## src/rtl/msk_pkg.sv

```systemverilog
// ---------------------------------------------------------------------------
// msk_pkg
// Shared definitions for the masked-ciphertext output path: the FSM state
// type, the share-index mapping used to pick share j of ciphertext bit o out
// of a flattened masked bus, and helpers that derive the output word count
// from the chosen word width.
// ---------------------------------------------------------------------------
package msk_pkg;

    // The ciphertext is always one 128-bit block.
    localparam int CT_BITS = 128;

    typedef enum logic [1:0] {
        IDLE   = 2'd0,
        UNMASK = 2'd1,
        SEND   = 2'd2
    } state_e;

    // Share j of bit o sits at flat index d*o + j.
    function automatic int idx(input int o, input int j, input int d);
        return d * o + j;
    endfunction

    // Number of output words needed to stream the whole ciphertext.
    function automatic int nwOf(input int w);
        return CT_BITS / w;
    endfunction

    // Only widths that tile the 128-bit block evenly are supported.
    function automatic bit wLegal(input int w);
        return (w == 8) || (w == 16) || (w == 32) || (w == 64) || (w == 128);
    endfunction

    // Word counter width; kept at least one bit so NW==1 still has a counter.
    function automatic int cntWidth(input int nw);
        return (nw > 1) ? $clog2(nw) : 1;
    endfunction

endpackage

```

## src/rtl/msk_share_xor.sv

```systemverilog
// ---------------------------------------------------------------------------
// msk_share_xor
// Purely combinational recombination of one W-bit word from its d shares.
// The slice holds W*d bits laid out with share j of bit i at index d*i+j.
//
// Ports:
//   shares_i  W*d  share slice of one output word
//   word_o    W    XOR of all shares, bit by bit
// ---------------------------------------------------------------------------
module msk_share_xor
    import msk_pkg::*;
#(
    parameter int d = 2,
    parameter int W = 32
) (
    input  logic [W*d-1:0] shares_i,
    output logic [W-1:0]   word_o
);

    // Fold the d shares of every bit together.
    always_comb begin
        word_o = '0;
        for (int i = 0; i < W; i++) begin
            for (int j = 0; j < d; j++) begin
                word_o[i] = word_o[i] ^ shares_i[idx(i, j, d)];
            end
        end
    end

endmodule

```

## src/rtl/msk_ct_unmask_tx.sv

```systemverilog
// ---------------------------------------------------------------------------
// msk_ct_unmask_tx
// Output end of the masked core interface. On a rising edge of done_i the
// masked ciphertext is captured with its shares kept apart; afterwards one
// W-bit word at a time is recombined from the registered shares and streamed
// out over a valid/ready handshake, most significant word first. The share
// register is wiped once the last word has been accepted.
//
// Ports:
//   clk         system clock
//   reset       synchronous active-high reset
//   done_i      core completion strobe (rising edge starts a frame)
//   msk_ct_i    128*d masked ciphertext, share j of bit o at d*o+j
//   ct_o        unmasked ciphertext word
//   ct_valid_o  ct_o holds a valid word
//   ct_ready_i  consumer accepts the word
//   ct_last_o   current word is the final word of the frame
//   busy_o      block is not idle
//   overrun_o   sticky: a done edge arrived while busy (data dropped)
// ---------------------------------------------------------------------------
module msk_ct_unmask_tx
    import msk_pkg::*;
#(
    parameter int d = 2,
    parameter int W = 32
) (
    input  logic                 clk,
    input  logic                 reset,
    input  logic                 done_i,
    input  logic [CT_BITS*d-1:0] msk_ct_i,
    output logic [W-1:0]         ct_o,
    output logic                 ct_valid_o,
    input  logic                 ct_ready_i,
    output logic                 ct_last_o,
    output logic                 busy_o,
    output logic                 overrun_o
);

    localparam int NW = nwOf(W);
    localparam int CW = cntWidth(NW);
    localparam int SW = W * d;

    if (!wLegal(W) || (d < 2)) begin : gBadParam
        $error("msk_ct_unmask_tx: unsupported parameters d=%0d W=%0d", d, W);
    end

    state_e                 state_q;
    logic [CT_BITS*d-1:0]   shareReg_q;
    logic [CW-1:0]          cnt_q;
    logic                   doneDly_q;
    logic [W-1:0]           ct_q;
    logic                   valid_q;
    logic                   last_q;
    logic                   busy_q;
    logic                   overrun_q;

    logic                   doneRise;
    logic                   transfer;
    logic                   isLast;
    logic [CW-1:0]          wordSel;
    logic                   nextIsLast;
    logic [SW-1:0]          shareSlice;
    logic [W-1:0]           xorWord;

    assign doneRise = done_i & ~doneDly_q;
    assign transfer = valid_q & ct_ready_i;
    assign isLast   = (cnt_q == CW'(NW - 1));

    // Word whose shares feed the XOR tree: word 0 while unmasking, the word
    // after the one on the bus while sending (used on a non-final transfer).
    always_comb begin
        wordSel = '0;
        if (state_q == SEND) begin
            wordSel = cnt_q + 1'b1;
        end
    end

    assign nextIsLast = (wordSel == CW'(NW - 1));

    // Word k occupies ciphertext bits [127-k*W -: W]; its shares are the
    // contiguous slice starting at d*(128-(k+1)*W) of the share register.
    always_comb begin
        shareSlice = shareReg_q[SW*(NW-1-int'(wordSel)) +: SW];
    end

    msk_share_xor #(
        .d (d),
        .W (W)
    ) uShareXor (
        .shares_i (shareSlice),
        .word_o   (xorWord)
    );

    // Control FSM; every output is taken straight from a register so ct_o
    // never depends combinationally on msk_ct_i.
    always_ff @(posedge clk) begin
        if (reset) begin
            state_q    <= IDLE;
            shareReg_q <= '0;
            cnt_q      <= '0;
            doneDly_q  <= 1'b0;
            ct_q       <= '0;
            valid_q    <= 1'b0;
            last_q     <= 1'b0;
            busy_q     <= 1'b0;
            overrun_q  <= 1'b0;
        end else begin
            doneDly_q <= done_i;
            case (state_q)
                IDLE: begin
                    if (doneRise) begin
                        shareReg_q <= msk_ct_i;
                        state_q    <= UNMASK;
                        busy_q     <= 1'b1;
                    end
                end
                UNMASK: begin
                    if (doneRise) begin
                        overrun_q <= 1'b1;
                    end
                    ct_q    <= xorWord;
                    valid_q <= 1'b1;
                    last_q  <= nextIsLast;
                    cnt_q   <= '0;
                    state_q <= SEND;
                end
                SEND: begin
                    // A done edge here is dropped, even on the final accept.
                    if (doneRise) begin
                        overrun_q <= 1'b1;
                    end
                    if (transfer) begin
                        if (isLast) begin
                            ct_q       <= '0;
                            valid_q    <= 1'b0;
                            last_q     <= 1'b0;
                            shareReg_q <= '0;
                            cnt_q      <= '0;
                            busy_q     <= 1'b0;
                            state_q    <= IDLE;
                        end else begin
                            cnt_q  <= cnt_q + 1'b1;
                            ct_q   <= xorWord;
                            last_q <= nextIsLast;
                        end
                    end
                end
                default: begin
                    state_q <= IDLE;
                    busy_q  <= 1'b0;
                end
            endcase
        end
    end

    assign ct_o       = ct_q;
    assign ct_valid_o = valid_q;
    assign ct_last_o  = last_q;
    assign busy_o     = busy_q;
    assign overrun_o  = overrun_q;

endmodule

```

## config.mk

```make
export PLATFORM = sky130hd
export DESIGN_NAME = msk_ct_unmask_tx
export DESIGN_NICKNAME = d
export VERILOG_FILES = /design/src/rtl/msk_pkg.sv /design/src/rtl/msk_share_xor.sv /design/src/rtl/msk_ct_unmask_tx.sv
export SDC_FILE = /design/constraint.sdc
export NUM_CORES = 1
export LEC_CHECK = 0
export CORE_ASPECT_RATIO = 1.75
export CORE_MARGIN = 2
export CORE_UTILIZATION = 30
export CTS_CLUSTER_SIZE = 16
export DETAILED_ROUTE_END_ITERATION = 8
export PLACE_DENSITY = 0.55
export SLEW_MARGIN = 30
export SYNTH_ARGS = -nofsm -noshare
export SYNTH_HDL_FRONTEND = slang
export SYNTH_SLANG_ARGS = --single-unit
export TNS_END_PERCENT = 20
```

## constraint.sdc

```tcl
create_clock -name clk -period 4.4 [get_ports clk]
set_clock_uncertainty 0.2 [all_clocks]
set_input_delay 0.88 -clock clk [delete_from_list [all_inputs] [get_ports clk]]
set_output_delay 0.88 -clock clk [all_outputs]
set_load 0.02 [all_outputs]
```

==> impl_metrics.ini, run 1 <==
[floorplan]
die_x_um = 155.7
die-area_sq_mm = 0.04196
die_h_um = 269.5
core_sq_mm = 0.03993
ios = 296
initial_core_util_pct = 30.26
std_cell_rows = 97

[sta]
period_needed_ns = 3.067
setup_viol = 0
fin_tns_setup_ns = 0
fmax_ghz = 0.3260
finalMaxSlewViolations = 0
rsz0062_at_grt = no
tightest_slew_ns = 0.9852
fin_crit_sh_pct = 69.71
relSlewSlack_pct = 34.32
hold_viol_final = 0

[clocking]
clkTransAtPathRegs_ns = 0.07
ctsHtreeMaxLevel = 1
hold_buffers = 0
cts_made_buffers = 29
numClockSinks = 297
cts_setup_buffers = 0
clkLatencyLatePin_ns = 0.56
cts-root-buf = clkbuf_16
cts_resized = 0
cts_tree = built
cts_buffer_depth = 3

[cells_and_area]
utilization_pct = 40.46
seqCellArea_sq_mm = 0.005949
final_nets = 1874
syn2layout_area_growth_pct = 33.71
drive_above_1_share_pct = 4.172
nFillCells = 4020
fin_cells = 2129
multiInputGateArea_sq_mm = 0.005507

[flow_run]
maxCapViolations = 0

[place]
hpwl_um = 25920
place.gp.congestion = 0.7817
portBuffers = 295
placed_cells = 2074

[yosys]
syn-cell-area_sq_mm = 0.01208
async_flop_share_pct = 0
syn_avg_cell_area_sq_um = 8.599
synth_cells = 1405
ys_warn_count = 0
synth_ff_type = dfxtp_1
ys_ff_latch = 297
seq_area_frac_synth_pct = 49.21
synth.top_cell.area_share_pct = 49.21
synthTopCellsByArea = dfxtp_1 (49%), a22oi_1 (16%), nor2_1 (8.2%)
syn_nets = 1669
yosys.area.top_type = dfxtp_1
synth_cell_types = 25
synth_edf_count = 0

[detailed_routing]
vias = 10980
ant_nets = 0
avgViaCountPerCell = 5.158
routed_wl_um = 40920
wl_per_cell_um = 19.22
drc = 0
drt-initial-drc-count = 929
firstDrtPassIters = 6

[pwr]
cellLeakagePower_nw = 5.703
finalPower_w = 0.007978
ir_drop_uv = 399.8
power_density_mw_per_mm2 = 493.9

[setup_path]
crit_fanout = 23
cp.arrival_ns = 3.34
required_ns = 4.67
worst_setup_path_start_kind = flop
endpoint_kind = flop
worstSetupPathType = reg2reg

[grt]
grt_first_pass_wirelength_um = 61830
track_usage_pct = 18.60
grt_max_degree = 141
grt-ovfl-total = 0
antenna_found_initial = 5
grt_pass1_vias = 10790

[hold_path]
hp-class = reg2reg

[outcome]
status = finished, final reports clean
## synth_stat cells (all sizes together) (2+ instances only)
cell / instances
clkbuf: 51
inv: 3
o21ai: 33
a22oi: 257
nand3: 2
nand2b: 2
a21oi: 6
nor2: 265
nand2: 163
ha: 4
buf: 85
nand4: 2
xnor2: 32
dfxtp: 297
a31oi: 66
a211oi: 64
nor2b: 69
## cell type report
class | instances | share of cell area (%)
sequential | 297 | 36.83
antenna | 4 | 0.06196
multi-input combinational | 969 | 34.09
clock inverter | 4 | 0.2788
clock buffer | 47 | 5.530
timing repair buffer | 310 | 19.31
tap | 495 | 3.834
inverter | 3 | 0.06971
## through the flow
stage | area (sq um) | hold WS [ns] | worst slack (ns)
6_report | 16150 | 0.2425 | 1.333
5_1_grt | 16150 | 0.2682 | 1.096
4_1_cts | 16140 | 0.2463 | 1.233
3_5_place_dp | 15210 | 0.2372 | 1.070
3_3_place_gp | 15210 | 0.2321 | 1.147
2_1_floorplan | 12080 | 0.2356 | 2.168
## worst max-delay path, cell delays in order, from the launching register on
cell,delay (ns)
dfxtp_1,0.31
inv_1,0.10
ha_1,0.59
nor2b_1,0.15
a31oi_1,0.43
nor2b_4,0.78
buf_4,0.28
nand2_1,0.06
o21ai_1,0.07
## report_power, final
group          internal (W)  switching (W)  total [W]  leakage [nW]
clock network       0.00143        0.00107    0.00250         0.465
registers           0.00306       0.000197    0.00326          2.43
logic              0.000898        0.00132    0.00222          2.81
total               0.00539        0.00259    0.00798          5.70
## cells in the final DEF, fill, tap and decap left out, types with 2 or more instances in the layout
master           instances
clkdlybuf4s50_1        294
dfxtp_1                296
clkinv_2                 3
a211oi_1                64
nand2_1                162
diode_2                  4
nor2_1                 265
clkbuf_1                 8
clkbuf_8                11
clkbuf_16               29
nand4_1                  2
nand3_1                  2
nor2b_1                 67
a21oi_1                  6
o21ai_1                 32
a31oi_1                 66
inv_1                    3
ha_1                     4
xnor2_1                 32
nor2b_4                  2
a22oi_1                256
buf_4                   11
buf_12                   4
## routing by layer
layer / global-route usage, % / vias to the layer above / wire (um)
met4: 5.601 / 2 / 860
met2: 35.28 / 285 / 22160
met5: 0 / - / 13
li1: - / 5383 / -
met1: 21.13 / 5261 / 15880
met3: 2.684 / 50 / 2005
## final timing paths
kind | startpoint | end | slack (ns) | depth (start not counted)
min reg2reg | ct_o[19] | ct_o[19] | 0.24 | 2
max | state_q[0] | ct_o[14] | 1.33 | 8
min | ct_o[19] | ct_o[19] | 0.24 | 2
max reg2reg | state_q[0] | ct_o[14] | 1.33 | 8
## registers in the layout, indices dropped and copies added, names as in the netlist
| signal | cells |
|---|---|
| busy_o | 1 |
| cnt_q | 2 |
| ct_last_o | 1 |
| ct_o | 32 |
| ct_valid_o | 1 |
| doneDly_q | 1 |
| overrun_o | 1 |
| shareReg_q | 256 |
| state_q | 2 |
## cell families (layout without fill, tap and decap cells)
group,Yosys count,in the layout,synth area share [%]
AO/OA/AOI/OAI,427,427,25.09
XOR/XNOR,32,32,2.320
adder cells (fa/ha/maj),4,4,0.4143
buffers and inverters,139,364,5.603
flip-flops,297,297,49.21
multiplexers,1,1,0.08285
other,0,4,0
AND/OR/NAND/NOR,505,505,17.27
Power figures use the tool's default switching activity.
==> run 2: changes to the inputs <==
==> constraint.sdc (replaced) <==
create_clock -name clk -period 3.1 [get_ports clk]
set_clock_uncertainty 0.2 [all_clocks]
set_input_delay 0.62 -clock clk [delete_from_list [all_inputs] [get_ports clk]]
set_output_delay 0.62 -clock clk [all_outputs]
set_load 0.02 [all_outputs]
==> impl_metrics.ini, run 2 (synthesis gave the netlist of run 1 again) <==
[floorplan]
initial_core_util_pct = 30.26
std_cell_rows = 97
core_sq_mm = 0.03993
die_h_um = 269.5
ios = 296
die-area_sq_mm = 0.04196
die_x_um = 155.7

[hold_path]
min_to = cnt_q[0]
hold_depth = 2
hp-start = reset
hp-class = in2reg

[sta]
tightest_slew_ns = 0.6881
fin_tns_setup_ns = 0
period_needed_ns = 2.545
setup_viol = 0
timing.hold.ws_ns = 0.1170
relSlewSlack_pct = 54.12
finalMaxSlewViolations = 0
rsz0062_at_grt = no
fin_crit_sh_pct = 82.11
hold_viol_final = 0
fmax_ghz = 0.3929

[setup_path]
worst_setup_path_start_kind = flop
crit_family = adder cells
endpoint_kind = flop
r2r_slack_ns = 0.55
cp.arrival_ns = 2.79
crit_fanout = 27
required_ns = 3.34
reg2regPathDepth = 9
timing.rr.start = state_q[0]
crit_chain = inv_1 -> ha_1 -> nand2_4 -> buf_12 -> buf_12 -> a211oi_1 -> a31oi_1 -> xnor2_1 -> o21ai_1
crit_buf_inv = 3
r2r-end = ct_o[0]
slowest_stage = ha_1
critPathMostFrequentCell = buf_12
worstSetupPathType = reg2reg
crit_path_max_incr_delay_ns = 0.58

[cells_and_area]
final_common_cell = dfxtp_1
final_nets = 1891
largest_reg_flops = 256
utilization_pct = 41.44
drive_above_1_share_pct = 5.407
layout_common_cells = dfxtp_1 (296), clkdlybuf4s50_1 (294), nor2_1 (265), a22oi_1 (256), nand2_1 (162)
syn2layout_area_growth_pct = 36.95
top_register = shareReg_q

[place]
hpwl_um = 26820
portBuffers = 295
place.gp.congestion = 0.7879

[outcome]
status = finished, final reports clean

[clocking]
cts_tree = built
clkLatencyLatePin_ns = 0.57
clkTransAtPathRegs_ns = 0.06
ctsHtreeMaxLevel = 1
cts_resized = 0
cts_buffer_depth = 3
cts_made_buffers = 30
cts_setup_buffers = 0
numClockSinks = 297
hold_buffers = 0
cts-root-buf = clkbuf_16

[grt]
grt_max_degree = 140
antenna_found_initial = 10
grt_first_pass_wirelength_um = 63490
grt-ovfl-total = 0
track_usage_pct = 19.06
grt_pass1_vias = 11040

[flow_run]
maxCapViolations = 0

[detailed_routing]
drc = 0
routed_wl_um = 41380
drt-initial-drc-count = 730
dr_wl_met3_um = 1935
avgViaCountPerCell = 5.192
wl_per_cell_um = 19.24
ant_nets = 0
wl_met2_um = 22090
firstDrtPassIters = 5
highest_layer = met4
vias = 11170
met1_length_um = 16310

[pwr]
power_density_mw_per_mm2 = 705.0
finalPower_w = 0.01166
ir_drop_uv = 570.5
cellLeakagePower_nw = 5.894
[run 2: through the flow]
| step | setup slack [ns] | std cells | instance area (sq um) |
|---|---|---|---|
| 2_1_floorplan | 1.104 | 1405 | 12080 |
| 3_3_place_gp | 0.4110 | 2090 | 15510 |
| 3_5_place_dp | 0.3433 | 2090 | 15510 |
| 4_1_cts | 0.5284 | 2141 | 16520 |
| 5_1_grt | 0.3719 | 2151 | 16550 |
| 6_report | 0.5547 | 2151 | 16550 |
[run 2: layout make-up]
type | count | area (sq um)
clock inverters | 9 | 98.84
inverters | 3 | 11.26
clock buffers | 42 | 908.4
fillers | 3972 | 23380
flip-flops and latches | 297 | 5949
multi-input cells | 969 | 5507
repair buffers | 326 | 3427
diodes | 10 | 25.02
well taps | 495 | 619.3
[run 2: per-layer routing]
| layer | vias to the layer above | global-route usage, % |
|---|---|---|
| met5 | - | 0 |
| met3 | 48 | 2.604 |
| met1 | 5345 | 22.28 |
| met4 | 0 | 7.170 |
| li1 | 5432 | - |
| met2 | 343 | 34.85 |
[run 2: power by group]
| part | total [W] | leakage [nW] | switching, W | internal, W |
|---|---|---|---|---|
| clock | 0.00374 | 0.505 | 0.00155 | 0.00219 |
| sequential | 0.00462 | 2.43 | 0.000275 | 0.00434 |
| combinational | 0.00330 | 2.96 | 0.00191 | 0.00139 |
[run 2: worst max path at each step]
stage,slack [ns],to,depth (start not counted),startpoint
floorplan,1.10,shareReg_q[132],9,state_q[0]
global placement,0.41,shareReg_q[97],7,done_i
detailed placement,0.34,shareReg_q[117],7,ct_ready_i
CTS,0.53,ct_o[0],9,state_q[0]
global route,0.37,ct_o[7],9,state_q[0]
finish,0.55,ct_o[0],9,state_q[0]
[run 2: worst register-to-register path: cells and delay by family, from the launching register on]
family	cells	cell delay [ns]
AND/OR/NAND/NOR	1	0.24
AO/OA/AOI/OAI	3	0.43
XOR/XNOR	1	0.15
flip-flops	1	0.31
buffers and inverters	3	0.51
adder cells (fa/ha/maj)	1	0.58
==> run 3: changes to the inputs <==
--- a/config.mk
+++ b/config.mk
@@ -10,7 +10,7 @@
 export CORE_UTILIZATION = 30
 export CTS_CLUSTER_SIZE = 16
 export DETAILED_ROUTE_END_ITERATION = 8
-export PLACE_DENSITY = 0.55
+export PLACE_DENSITY = 0.57
 export SLEW_MARGIN = 30
 export SYNTH_ARGS = -nofsm -noshare
 export SYNTH_HDL_FRONTEND = slang
==> constraint.sdc (replaced) <==
create_clock -name clk -period 2.3 [get_ports clk]
set_clock_uncertainty 0.2 [all_clocks]
set_input_delay 0.46 -clock clk [delete_from_list [all_inputs] [get_ports clk]]
set_output_delay 0.46 -clock clk [all_outputs]
set_load 0.02 [all_outputs]
==> impl_metrics.ini, run 3 (synthesis gave the netlist of run 1 again) <==
[cells_and_area]
utilization_pct = 41.84
drive_above_1_share_pct = 6.145
final_common_cell = dfxtp_1
syn2layout_area_growth_pct = 38.27
seqCellArea_sq_mm = 0.005949
final_nets = 1906
multiInputGateArea_sq_mm = 0.005510
layout_common_cells = dfxtp_1 (296), clkdlybuf4s50_1 (292), nor2_1 (265), a22oi_1 (256), nand2_1 (162)
top_register = shareReg_q
nFillCells = 3954
largest_reg_flops = 256

[detailed_routing]
drt-initial-drc-count = 730
vias = 11370
firstDrtPassIters = 5
ant_nets = 0
wl_per_cell_um = 19.24
avgViaCountPerCell = 5.249
routed_wl_um = 41680
drc = 0

[floorplan]
die_x_um = 155.7
die-area_sq_mm = 0.04196
initial_core_util_pct = 30.26
die_h_um = 269.5
std_cell_rows = 97
core_sq_mm = 0.03993
ios = 296

[setup_path]
crit_fanout = 2
crit_chain = clkdlybuf4s50_1
crit_buf_inv = 1
crit_family = buffers and inverters
required_ns = 1.64
crit_path_max_incr_delay_ns = 0.63
cp.arrival_ns = 1.58
worstSetupPathType = reg2out
worst_setup_path_start_kind = flop
endpoint_kind = primary output
slowest_stage = clkdlybuf4s50_1

[grt]
grt_first_pass_wirelength_um = 62630
antenna_found_initial = 11
grt-ovfl-total = 0
grt_pass1_vias = 11100
grt_max_degree = 121
track_usage_pct = 18.80

[sta]
hold_viol_final = 0
fin_crit_sh_pct = 97.26
setup_viol = 0
finalMaxSlewViolations = 0
relSlewSlack_pct = 51.11
rsz0062_at_grt = yes
fmax_ghz = 0.4470
fin_tns_setup_ns = 0
tightest_slew_ns = 0.7334
period_needed_ns = 2.237

[clocking]
cts_buffer_depth = 3
cts_setup_buffers = 0
cts_made_buffers = 30
cts_tree = built
numClockSinks = 297
clkLatencyLatePin_ns = 0.56
clkTransAtPathRegs_ns = 0.07
cts-root-buf = clkbuf_16
ctsHtreeMaxLevel = 1
hold_buffers = 0

[pwr]
power_density_mw_per_mm2 = 958.2
cellLeakagePower_nw = 5.980
ir_drop_uv = 765.4

[place]
place.gp.congestion = 0.7953
hpwl_um = 27490
portBuffers = 295

[outcome]
status = finished, final reports clean

[hold_path]
hp-class = in2reg

[flow_run]
maxCapViolations = 0
==> run 3: repair_timing <==
action / CTS / global route
setup endpoints to repair: 74 / 207
gates resized for setup: 3 / 3
cloned: 0 / 1
hold endpoints to repair: 0 / 0
==> run 3: through the flow <==
stage               worst slack, ns  area (sq um)  total power (W)  instances  hold slack, ns
floorplan                    0.3042         12080         0.009194       1405          0.2356
global placement           -0.09129         15640          0.01092       2104          0.2309
detailed placement          -0.1259         15640          0.01096       2104          0.2367
CTS                         0.01539         16650          0.01611       2154          0.1941
global route              -0.006939         16700          0.01683       2166          0.2195
finish                      0.06293         16700          0.01601       2166          0.2186
==> run 3: cell type report <==
cell class / instances / share of cell area, %
sequential: 297 / 35.62
clock buffer: 42 / 5.318
multi-input combinational: 969 / 32.99
antenna: 11 / 0.1648
clock inverter: 8 / 0.7415
timing repair buffer: 341 / 21.40
tap: 495 / 3.708
inverter: 3 / 0.06741
==> run 3: worst paths after layout <==
check                                 from         endpoint  slack, ns  depth (start not counted)
worst max-delay path              ct_o[23]         ct_o[23]       0.06                          1
worst max register to register  state_q[0]  shareReg_q[197]       0.12                          7
worst min-delay path                 reset          ct_o[7]       0.22                          5
worst min register to register    ct_o[12]         ct_o[12]       0.24                          2
==> run 3: report_power, final <==
part | internal, W | switching, W
clock | 0.00301 | 0.00207
sequential | 0.00585 | 0.000382
combinational | 0.00202 | 0.00267
total | 0.0109 | 0.00512
==> run 3: per-layer routing <==
layer / wire length, um / vias to the layer above / part of all wire (%) / track usage (%)
li1: - / 5447 / - / -
met1: 16000 / 5477 / 38 / 21.05
met3: 1990 / 89 / 4.8 / 2.797
met2: 21980 / 357 / 53 / 34.29
met4: 1697 / 0 / 4.1 / 9.150
met5: 0 / - / 0 / 0
